[config.mk]
export PLATFORM = sky130hd
export DESIGN_NAME = alu_op_sequencer_flat
export DESIGN_NICKNAME = d
export VERILOG_FILES = /design/src/rtl/alu_op_sequencer_pkg.sv /design/src/rtl/alu_op_sequencer_if.sv /design/src/rtl/alu_op_sequencer_req_fifo.sv /design/src/rtl/alu_op_sequencer.sv /design/src/flat_wrapper.sv
export SDC_FILE = /design/constraint.sdc
export NUM_CORES = 1
export LEC_CHECK = 0
export ABC_CLOCK_PERIOD_IN_PS = 2900
export CAP_MARGIN = 20
export CORE_MARGIN = 5
export CORE_UTILIZATION = 54
export CTS_CLUSTER_SIZE = 24
export DETAILED_ROUTE_END_ITERATION = 8
export PLACE_DENSITY = 0.84
export SLEW_MARGIN = 0
export SYNTH_ARGS = -nofsm -noshare
export SYNTH_HDL_FRONTEND = slang
export SYNTH_SLANG_ARGS = --single-unit
[constraint.sdc]
create_clock -name clk -period 2.9 [get_ports clk]
set_input_delay 0.58 -clock clk [delete_from_list [all_inputs] [get_ports clk]]
set_output_delay 0.58 -clock clk [all_outputs]
set_load 0.05 [all_outputs]
[src/rtl/alu_op_sequencer_pkg.sv]
// alu_pkg: opcodes, default widths, FSM state type and response record shared by
// the ALU operation sequencer, its interface and its bench.
package alu_pkg;

   localparam int DEF_DATA_W = 16;
   localparam int DEF_TAG_W  = 4;
   localparam int SHAMT_W    = 5;

   localparam logic [3:0] OPC_ADD  = 4'd0;
   localparam logic [3:0] OPC_SUB  = 4'd1;
   localparam logic [3:0] OPC_AND  = 4'd2;
   localparam logic [3:0] OPC_OR   = 4'd3;
   localparam logic [3:0] OPC_SLL  = 4'd4;
   localparam logic [3:0] OPC_MAX  = 4'd5;
   localparam logic [3:0] OPC_DIV  = 4'd6;
   localparam logic [3:0] OPC_SLTU = 4'd7;
   localparam logic [3:0] OPC_SRL  = 4'd8;
   localparam logic [3:0] OPC_NAND = 4'd9;
   localparam logic [3:0] OPC_LAST = 4'd9;

   typedef enum logic [1:0] {
      IDLE,
      SETTLE,
      RESP
   } state_t;

   typedef struct packed {
      logic [DEF_DATA_W-1:0] result;
      logic                  carry;
      logic [DEF_TAG_W-1:0]  tag;
      logic                  err;
   } rsp_t;

   function automatic logic opcodeLegal(input logic [3:0] op);
      return op <= OPC_LAST;
   endfunction

   // Only the arithmetic ops produce a meaningful carry; everything else reports 0.
   function automatic logic carryKept(input logic [3:0] op);
      return (op == OPC_ADD) || (op == OPC_SUB);
   endfunction

endpackage

[src/rtl/alu_op_sequencer_if.sv]
// alu_op_sequencer_if: request, response and ALU-side signals of the sequencer.
// slave = the sequencer itself, master = command source plus ALU.
interface alu_op_sequencer_if
   import alu_pkg::*;
#(
   parameter int DATA_W = DEF_DATA_W,
   parameter int TAG_W  = DEF_TAG_W
);

   logic               req_valid;
   logic               req_ready;
   logic [3:0]         req_opcode;
   logic [DATA_W-1:0]  req_a;
   logic [DATA_W-1:0]  req_b;
   logic [SHAMT_W-1:0] req_shamt;
   logic [TAG_W-1:0]   req_tag;

   logic [3:0]         alu_opcode;
   logic [DATA_W-1:0]  alu_input1;
   logic [DATA_W-1:0]  alu_input2;
   logic [SHAMT_W-1:0] alu_shift_value;
   logic [DATA_W-1:0]  alu_result;
   logic               alu_carry;

   logic               rsp_valid;
   logic               rsp_ready;
   logic [DATA_W-1:0]  rsp_result;
   logic               rsp_carry;
   logic [TAG_W-1:0]   rsp_tag;
   logic               rsp_err;

   logic               busy;

   modport slave (
      input  req_valid, req_opcode, req_a, req_b, req_shamt, req_tag,
      input  alu_result, alu_carry, rsp_ready,
      output req_ready, alu_opcode, alu_input1, alu_input2, alu_shift_value,
      output rsp_valid, rsp_result, rsp_carry, rsp_tag, rsp_err, busy
   );

   modport master (
      output req_valid, req_opcode, req_a, req_b, req_shamt, req_tag,
      output alu_result, alu_carry, rsp_ready,
      input  req_ready, alu_opcode, alu_input1, alu_input2, alu_shift_value,
      input  rsp_valid, rsp_result, rsp_carry, rsp_tag, rsp_err, busy
   );

endinterface

[src/rtl/alu_op_sequencer_req_fifo.sv]
// alu_req_fifo: synchronous FIFO holding queued ALU requests. Pointers carry one
// extra wrap bit so full and empty are distinguished by the MSB comparison.
module alu_req_fifo #(
   parameter int WIDTH = 8,
   parameter int DEPTH = 4
) (
   input  logic             clk,
   input  logic             rst,
   input  logic             i_push,
   input  logic [WIDTH-1:0] i_pushData,
   input  logic             i_pop,
   output logic [WIDTH-1:0] o_popData,
   output logic             o_full,
   output logic             o_empty
);

   localparam int AW = $clog2(DEPTH);

   logic [WIDTH-1:0] r_mem [DEPTH];
   logic [AW:0]      r_wrPtr;
   logic [AW:0]      r_rdPtr;
   logic             w_doPush;
   logic             w_doPop;

   assign o_empty   = (r_wrPtr == r_rdPtr);
   assign o_full    = (r_wrPtr[AW] != r_rdPtr[AW]) && (r_wrPtr[AW-1:0] == r_rdPtr[AW-1:0]);
   assign w_doPush  = i_push && !o_full;
   assign w_doPop   = i_pop && !o_empty;
   assign o_popData = r_mem[r_rdPtr[AW-1:0]];

   always_ff @(posedge clk) begin
      if (rst) begin
         r_wrPtr <= '0;
         r_rdPtr <= '0;
      end else begin
         if (w_doPush) r_wrPtr <= r_wrPtr + 1'b1;
         if (w_doPop)  r_rdPtr <= r_rdPtr + 1'b1;
      end
   end

   // Storage needs no reset: an entry is only read after it has been written.
   always_ff @(posedge clk) begin
      if (w_doPush) r_mem[r_wrPtr[AW-1:0]] <= i_pushData;
   end

endmodule

[src/rtl/alu_op_sequencer.sv]
// alu_op_sequencer: queues ALU requests, drives them into the ALU one at a time and
// returns tagged results. Define ALU_SEQ_DIV0_ERR_EN to reject DIV by zero unissued.
module alu_op_sequencer
   import alu_pkg::*;
#(
   parameter int DATA_W        = DEF_DATA_W,
   parameter int FIFO_DEPTH    = 4,
   parameter int TAG_W         = DEF_TAG_W,
   parameter int SETTLE_CYCLES = 1
) (
   input logic               clk,
   input logic               rst,
   alu_op_sequencer_if.slave bus
);

   localparam int ENTRY_W = 4 + 2 * DATA_W + SHAMT_W + TAG_W;
   localparam int CNT_W   = (SETTLE_CYCLES > 1) ? $clog2(SETTLE_CYCLES + 1) : 1;

   logic [ENTRY_W-1:0] w_pushData;
   logic [ENTRY_W-1:0] w_headData;
   logic               w_fifoFull;
   logic               w_fifoEmpty;
   logic               w_push;
   logic               w_pop;
   logic               w_issue;
   logic               w_headReject;

   logic [3:0]         w_headOpcode;
   logic [DATA_W-1:0]  w_headA;
   logic [DATA_W-1:0]  w_headB;
   logic [SHAMT_W-1:0] w_headShamt;
   logic [TAG_W-1:0]   w_headTag;

   state_t             r_state,        w_stateNext;
   logic [CNT_W-1:0]   r_cnt,          w_cntNext;
   logic [TAG_W-1:0]   r_pendTag,      w_pendTagNext;
   logic [3:0]         r_aluOpcode,    w_aluOpcodeNext;
   logic [DATA_W-1:0]  r_aluInput1,    w_aluInput1Next;
   logic [DATA_W-1:0]  r_aluInput2,    w_aluInput2Next;
   logic [SHAMT_W-1:0] r_aluShift,     w_aluShiftNext;
   logic [DATA_W-1:0]  r_rspResult,    w_rspResultNext;
   logic               r_rspCarry,     w_rspCarryNext;
   logic [TAG_W-1:0]   r_rspTag,       w_rspTagNext;
   logic               r_rspErr,       w_rspErrNext;

   assign w_push     = bus.req_valid && !w_fifoFull;
   assign w_pushData = {bus.req_opcode, bus.req_a, bus.req_b, bus.req_shamt, bus.req_tag};
   assign {w_headOpcode, w_headA, w_headB, w_headShamt, w_headTag} = w_headData;

   alu_req_fifo #(
      .WIDTH (ENTRY_W),
      .DEPTH (FIFO_DEPTH)
   ) u_reqFifo (
      .clk        (clk),
      .rst        (rst),
      .i_push     (w_push),
      .i_pushData (w_pushData),
      .i_pop      (w_pop),
      .o_popData  (w_headData),
      .o_full     (w_fifoFull),
      .o_empty    (w_fifoEmpty)
   );

`ifdef ALU_SEQ_DIV0_ERR_EN
   assign w_headReject = !opcodeLegal(w_headOpcode) ||
                         ((w_headOpcode == OPC_DIV) && (w_headB == '0));
`else
   assign w_headReject = !opcodeLegal(w_headOpcode);
`endif

   // Next-state logic; the head-of-queue decode is shared by IDLE and a RESP handshake
   // so back-to-back operations lose no cycle.
   always_comb begin
      w_stateNext     = r_state;
      w_cntNext       = r_cnt;
      w_pendTagNext   = r_pendTag;
      w_aluOpcodeNext = r_aluOpcode;
      w_aluInput1Next = r_aluInput1;
      w_aluInput2Next = r_aluInput2;
      w_aluShiftNext  = r_aluShift;
      w_rspResultNext = r_rspResult;
      w_rspCarryNext  = r_rspCarry;
      w_rspTagNext    = r_rspTag;
      w_rspErrNext    = r_rspErr;
      w_issue         = 1'b0;
      w_pop           = 1'b0;

      case (r_state)
         IDLE: begin
            w_issue = !w_fifoEmpty;
         end
         SETTLE: begin
            if (r_cnt == CNT_W'(1)) begin
               w_rspResultNext = bus.alu_result;
               w_rspCarryNext  = carryKept(r_aluOpcode) ? bus.alu_carry : 1'b0;
               w_rspTagNext    = r_pendTag;
               w_rspErrNext    = 1'b0;
               w_stateNext     = RESP;
            end else begin
               w_cntNext = r_cnt - 1'b1;
            end
         end
         RESP: begin
            if (bus.rsp_ready) begin
               if (!w_fifoEmpty) w_issue = 1'b1;
               else              w_stateNext = IDLE;
            end
         end
         default: w_stateNext = IDLE;
      endcase

      if (w_issue) begin
         w_pop = 1'b1;
         if (w_headReject) begin
            w_rspResultNext = '0;
            w_rspCarryNext  = 1'b0;
            w_rspTagNext    = w_headTag;
            w_rspErrNext    = 1'b1;
            w_stateNext     = RESP;
         end else begin
            w_aluOpcodeNext = w_headOpcode;
            w_aluInput1Next = w_headA;
            w_aluInput2Next = w_headB;
            w_aluShiftNext  = w_headShamt;
            w_pendTagNext   = w_headTag;
            w_cntNext       = CNT_W'(SETTLE_CYCLES);
            w_stateNext     = SETTLE;
         end
      end
   end

   always_ff @(posedge clk) begin
      if (rst) begin
         r_state     <= IDLE;
         r_cnt       <= '0;
         r_pendTag   <= '0;
         r_aluOpcode <= '0;
         r_aluInput1 <= '0;
         r_aluInput2 <= '0;
         r_aluShift  <= '0;
         r_rspResult <= '0;
         r_rspCarry  <= 1'b0;
         r_rspTag    <= '0;
         r_rspErr    <= 1'b0;
      end else begin
         r_state     <= w_stateNext;
         r_cnt       <= w_cntNext;
         r_pendTag   <= w_pendTagNext;
         r_aluOpcode <= w_aluOpcodeNext;
         r_aluInput1 <= w_aluInput1Next;
         r_aluInput2 <= w_aluInput2Next;
         r_aluShift  <= w_aluShiftNext;
         r_rspResult <= w_rspResultNext;
         r_rspCarry  <= w_rspCarryNext;
         r_rspTag    <= w_rspTagNext;
         r_rspErr    <= w_rspErrNext;
      end
   end

   assign bus.req_ready       = !w_fifoFull;
   assign bus.busy            = (r_state != IDLE) || !w_fifoEmpty;
   assign bus.rsp_valid       = (r_state == RESP);
   assign bus.rsp_result      = r_rspResult;
   assign bus.rsp_carry       = r_rspCarry;
   assign bus.rsp_tag         = r_rspTag;
   assign bus.rsp_err         = r_rspErr;
   assign bus.alu_opcode      = r_aluOpcode;
   assign bus.alu_input1      = r_aluInput1;
   assign bus.alu_input2      = r_aluInput2;
   assign bus.alu_shift_value = r_aluShift;

endmodule

[src/flat_wrapper.sv]
// flat-port wrapper written by rule: the top's interface ports become plain ports
module alu_op_sequencer_flat import alu_pkg::*;
#(
   parameter int DATA_W        = DEF_DATA_W,
   parameter int FIFO_DEPTH    = 4,
   parameter int TAG_W         = DEF_TAG_W,
   parameter int SETTLE_CYCLES = 1
)
  (clk, rst, bus_req_valid, bus_req_opcode, bus_req_a, bus_req_b, bus_req_shamt, bus_req_tag, bus_alu_result, bus_alu_carry, bus_rsp_ready, bus_req_ready, bus_alu_opcode, bus_alu_input1, bus_alu_input2, bus_alu_shift_value, bus_rsp_valid, bus_rsp_result, bus_rsp_carry, bus_rsp_tag, bus_rsp_err, bus_busy);
  alu_op_sequencer_if #(.DATA_W(DATA_W), .TAG_W(TAG_W)) bus_i ();
  input logic clk;
  input logic rst;
  input wire logic [$bits(bus_i.req_valid)-1:0] bus_req_valid;
  input wire logic [$bits(bus_i.req_opcode)-1:0] bus_req_opcode;
  input wire logic [$bits(bus_i.req_a)-1:0] bus_req_a;
  input wire logic [$bits(bus_i.req_b)-1:0] bus_req_b;
  input wire logic [$bits(bus_i.req_shamt)-1:0] bus_req_shamt;
  input wire logic [$bits(bus_i.req_tag)-1:0] bus_req_tag;
  input wire logic [$bits(bus_i.alu_result)-1:0] bus_alu_result;
  input wire logic [$bits(bus_i.alu_carry)-1:0] bus_alu_carry;
  input wire logic [$bits(bus_i.rsp_ready)-1:0] bus_rsp_ready;
  output wire logic [$bits(bus_i.req_ready)-1:0] bus_req_ready;
  output wire logic [$bits(bus_i.alu_opcode)-1:0] bus_alu_opcode;
  output wire logic [$bits(bus_i.alu_input1)-1:0] bus_alu_input1;
  output wire logic [$bits(bus_i.alu_input2)-1:0] bus_alu_input2;
  output wire logic [$bits(bus_i.alu_shift_value)-1:0] bus_alu_shift_value;
  output wire logic [$bits(bus_i.rsp_valid)-1:0] bus_rsp_valid;
  output wire logic [$bits(bus_i.rsp_result)-1:0] bus_rsp_result;
  output wire logic [$bits(bus_i.rsp_carry)-1:0] bus_rsp_carry;
  output wire logic [$bits(bus_i.rsp_tag)-1:0] bus_rsp_tag;
  output wire logic [$bits(bus_i.rsp_err)-1:0] bus_rsp_err;
  output wire logic [$bits(bus_i.busy)-1:0] bus_busy;
  assign bus_i.req_valid = bus_req_valid;
  assign bus_i.req_opcode = bus_req_opcode;
  assign bus_i.req_a = bus_req_a;
  assign bus_i.req_b = bus_req_b;
  assign bus_i.req_shamt = bus_req_shamt;
  assign bus_i.req_tag = bus_req_tag;
  assign bus_i.alu_result = bus_alu_result;
  assign bus_i.alu_carry = bus_alu_carry;
  assign bus_i.rsp_ready = bus_rsp_ready;
  assign bus_req_ready = bus_i.req_ready;
  assign bus_alu_opcode = bus_i.alu_opcode;
  assign bus_alu_input1 = bus_i.alu_input1;
  assign bus_alu_input2 = bus_i.alu_input2;
  assign bus_alu_shift_value = bus_i.alu_shift_value;
  assign bus_rsp_valid = bus_i.rsp_valid;
  assign bus_rsp_result = bus_i.rsp_result;
  assign bus_rsp_carry = bus_i.rsp_carry;
  assign bus_rsp_tag = bus_i.rsp_tag;
  assign bus_rsp_err = bus_i.rsp_err;
  assign bus_busy = bus_i.busy;
  alu_op_sequencer #(.DATA_W(DATA_W), .FIFO_DEPTH(FIFO_DEPTH), .TAG_W(TAG_W), .SETTLE_CYCLES(SETTLE_CYCLES)) u_core (.clk(clk), .rst(rst), .bus(bus_i));
endmodule
==> metrics.txt <==
min cycle time layout=2.73 ns; hold-critical path endpoint=u_core.bus.rsp_result[0]$_SDFF_PP0_; final period utilization=94.2%; Clock Sinks=258; first-pass GRT wire length=33.6 mm; ratio of cells with drive above 1 in the final layout=17.3%; Hold WC Path Type=reg2reg; Initial Util=55.3%; CP arrival=2.15 ns; # fillers=1061; area growth from synthesis to layout=27.3%; CP bufs+invs=1; total iterations of the first detailed-routing run=6; asr flop ratio synth=0%; WL/cell=21.9 um; max-slew violation count=0; post_cts resized=2; PD cells=1040 nW/um2; Antenna Cells=0; vias in the first global route=6046; DIE WIDTH=143 um; number of max-cap violations=0; gr ovfl total=0; DR vias/cell=5.90; Nets=816; drt drc=0; Die Ht=143 um; htree depth=1; Syn Inst Count=612; Worst path max stage delay=0.53 ns; area of the core=17400 um2; crit path cell chain=xor2_1 -> nor3_1 -> nand2_1 -> dlygate4sd2_1; peak supply drop=0.683 mV; setup bufs post-CTS=0; CTS tree=done; Syn Nets=683; Min-Delay Path Depth=2; CP endpoint kind=output pin; Yosys reg bits=258; RSZ-0062 raised after global routing=false; Placement Rows=48; DR vias=5841; final setup fails=0; post-synthesis cell area=9610 um2; Leak=3.97 nW; post-route ant nets=0; gpl congestion=0.845; initial antenna violation count=0; delay-heaviest family, CP=buffers and inverters; commonest cells after routing, fill and taps aside=edfxtp_1, clkdlybuf4s50_1, dfxtp_1, a21oi_1, nand2_1; Die ar.=20600 um2; top_reg_cell synth=edfxtp_1; Layout Skew=0.0177 ns; hold_sp=u_core.bus.rsp_result[0]$_SDFF_PP0_; Tot Pwr=12.7 mW; most common cell after layout, fill and taps aside=edfxtp_1; Starting DRT DRC Count=549; register area share after synthesis=72.5%; final instance area=12200 um2; status=complete, no violations; clock slew at reported path FFs=0.06 ns; placed inst area=11200 um2; largest net degree at the start of global routing=47; Buffers on Ports=131; Worst R2R Setup Slack=0.47 ns; Yosys warning total=0; Post-synth EDFFs=180; Worst R2R Path Depth=5; Post-Route WL=21.7 mm; Crit path required time=2.32 ns; Setup CP Type=reg2out; Total GRT Usage=21.0%; crit path max fanout=5; post-DP HPWL=12.8 mm; Fin. Hold Viols=0; cts hold-fix bufs=0; synth unique cells=39; Rel. slew slack=53.6%; I/O pins=132; CTS root buffer=clkbuf_16; max frequency=0.366 GHz; worst-path cell with the longest stage delay=dlygate4sd2_1; Skew-Pair Late Insertion Delay=0.52 ns; Setup crit start kind=register; setup TNS=0 ns; Num CTS Buffers=26; CTS max path bufs=3; worst slew pin tran=0.694 ns; reg-to-reg endpoint=u_core.bus.alu_input2[9]$_SDFFE_PP0P_; Avg Cell Area, Syn=15.7 um2
-- sequential cells by signal, indices dropped and copies added, names as in the netlist, 2 cells and up, named ones only --
register,cells
u_core.bus.rsp_result,16
u_core.bus.alu_input2,16
u_core.r_state,2
u_core.r_pendTag,4
u_core.u_reqFifo.r_wrPtr,3
u_core.bus.rsp_tag,4
u_core.bus.alu_opcode,4
u_core.u_reqFifo.r_rdPtr,3
u_core.bus.alu_shift_value,5
u_core.u_reqFifo.r_mem,180
u_core.bus.alu_input1,16
-- cell usage after synthesis (2+ instances only) --
library cell | n | area (um2)
a21oi_1 | 57 | 285
a21oi_2 | 10 | 87.6
a311oi_1 | 4 | 35.0
and2_1 | 4 | 25.0
buf_1 | 4 | 15.0
buf_2 | 4 | 20.0
buf_4 | 2 | 15.0
buf_6 | 3 | 33.8
clkbuf_1 | 31 | 116
dfxtp_1 | 78 | 1560
edfxtp_1 | 180 | 5410
ha_1 | 5 | 62.6
inv_1 | 6 | 22.5
mux4_2 | 45 | 1010
nand2_1 | 49 | 184
nand3_1 | 42 | 210
nand3b_1 | 3 | 22.5
nor2_1 | 9 | 33.8
nor3_1 | 7 | 35.0
o21ai_0 | 45 | 225
or3_1 | 2 | 12.5
xnor2_1 | 3 | 26.3
xor2_1 | 3 | 26.3
-- area by class of cell --
| type | instances | area (um2) | share of cell area (%) |
|---|---|---|---|
| repair buffers | 149 | 1520 | 12.4 |
| flip-flops and latches | 258 | 6970 | 57.0 |
| inverters | 6 | 22.5 | 0.184 |
| clock inverters | 13 | 184 | 1.50 |
| well taps | 225 | 282 | 2.30 |
| clock buffers | 35 | 787 | 6.43 |
| multi-input cells | 304 | 2460 | 20.1 |
-- cell families (layout without fill, tap and decap cells) --
| group | count (synthesis) | count (layout) | share of synthesized area (%) |
|---|---|---|---|
| mux | 47 | 47 | 10.8 |
| flops | 258 | 258 | 72.5 |
| fa+ha+maj | 5 | 5 | 0.651 |
| compound gates | 127 | 127 | 7.53 |
| simple gates | 119 | 119 | 5.67 |
| buf+inv | 50 | 203 | 2.32 |
| xor+xnor | 6 | 6 | 0.547 |
-- metal layers --
metal	global-route usage (%)	wire length [um]	vias up
met5	0	0	-
met4	5.80	486	0
met3	3.03	1610	41
met2	37.9	11300	257
met1	26.8	8310	2934
li1	-	-	2609
-- worst register-to-register path, stage by stage (launching register included) --
cell and delay [ns]:
dfxtp_4 0.52, mux4_2 0.60, o21a_1 0.44, buf_4 0.32
o21ai_0 0.28, a21oi_1 0.13
-- worst max-delay path by stage --
| stage | start | end | slack [ns] | depth (start not counted) |
|---|---|---|---|---|
| 4_1_cts | u_core.u_reqFifo.r_wrPtr[0]$_SDFFE_PP0P_ | bus_busy | 0.12 | 4 |
| 2_1_floorplan | u_core.u_reqFifo.r_wrPtr[1]$_SDFFE_PP0P_ | u_core.u_reqFifo.r_mem[1][0]$_DFFE_PP_ | 0.40 | 3 |
| 3_5_place_dp | u_core.u_reqFifo.r_wrPtr[0]$_SDFFE_PP0P_ | bus_busy | 0.40 | 4 |
| 5_1_grt | u_core.u_reqFifo.r_wrPtr[1]$_SDFFE_PP0P_ | bus_busy | 0.01 | 4 |
| 6_report | u_core.u_reqFifo.r_wrPtr[1]$_SDFFE_PP0P_ | bus_busy | 0.17 | 4 |
| 3_3_place_gp | u_core.u_reqFifo.r_wrPtr[0]$_SDFFE_PP0P_ | bus_busy | 0.44 | 4 |
-- through the flow --
step	util, %	hold WS, ns	worst slack, ns	instances
6_report	70.5	0.455	0.169	990
3_3_place_gp	64.7	0.443	0.444	941
2_1_floorplan	-	0.454	0.398	612
3_5_place_dp	64.7	0.448	0.399	941
5_1_grt	70.5	0.467	0.0122	990
4_1_cts	70.3	0.444	0.119	989
-- power by group --
group / leakage (nW) / internal, mW / switching [mW] / total (mW)
Combinational: 1.21 / 1.56 / 2.70 / 4.26
Sequential: 2.29 / 4.44 / 0.324 / 4.77
Clock: 0.473 / 2.27 / 1.38 / 3.65
Total: 3.97 / 8.27 / 4.40 / 12.7
No activity file was read; power rests on OpenSTA's default activity.
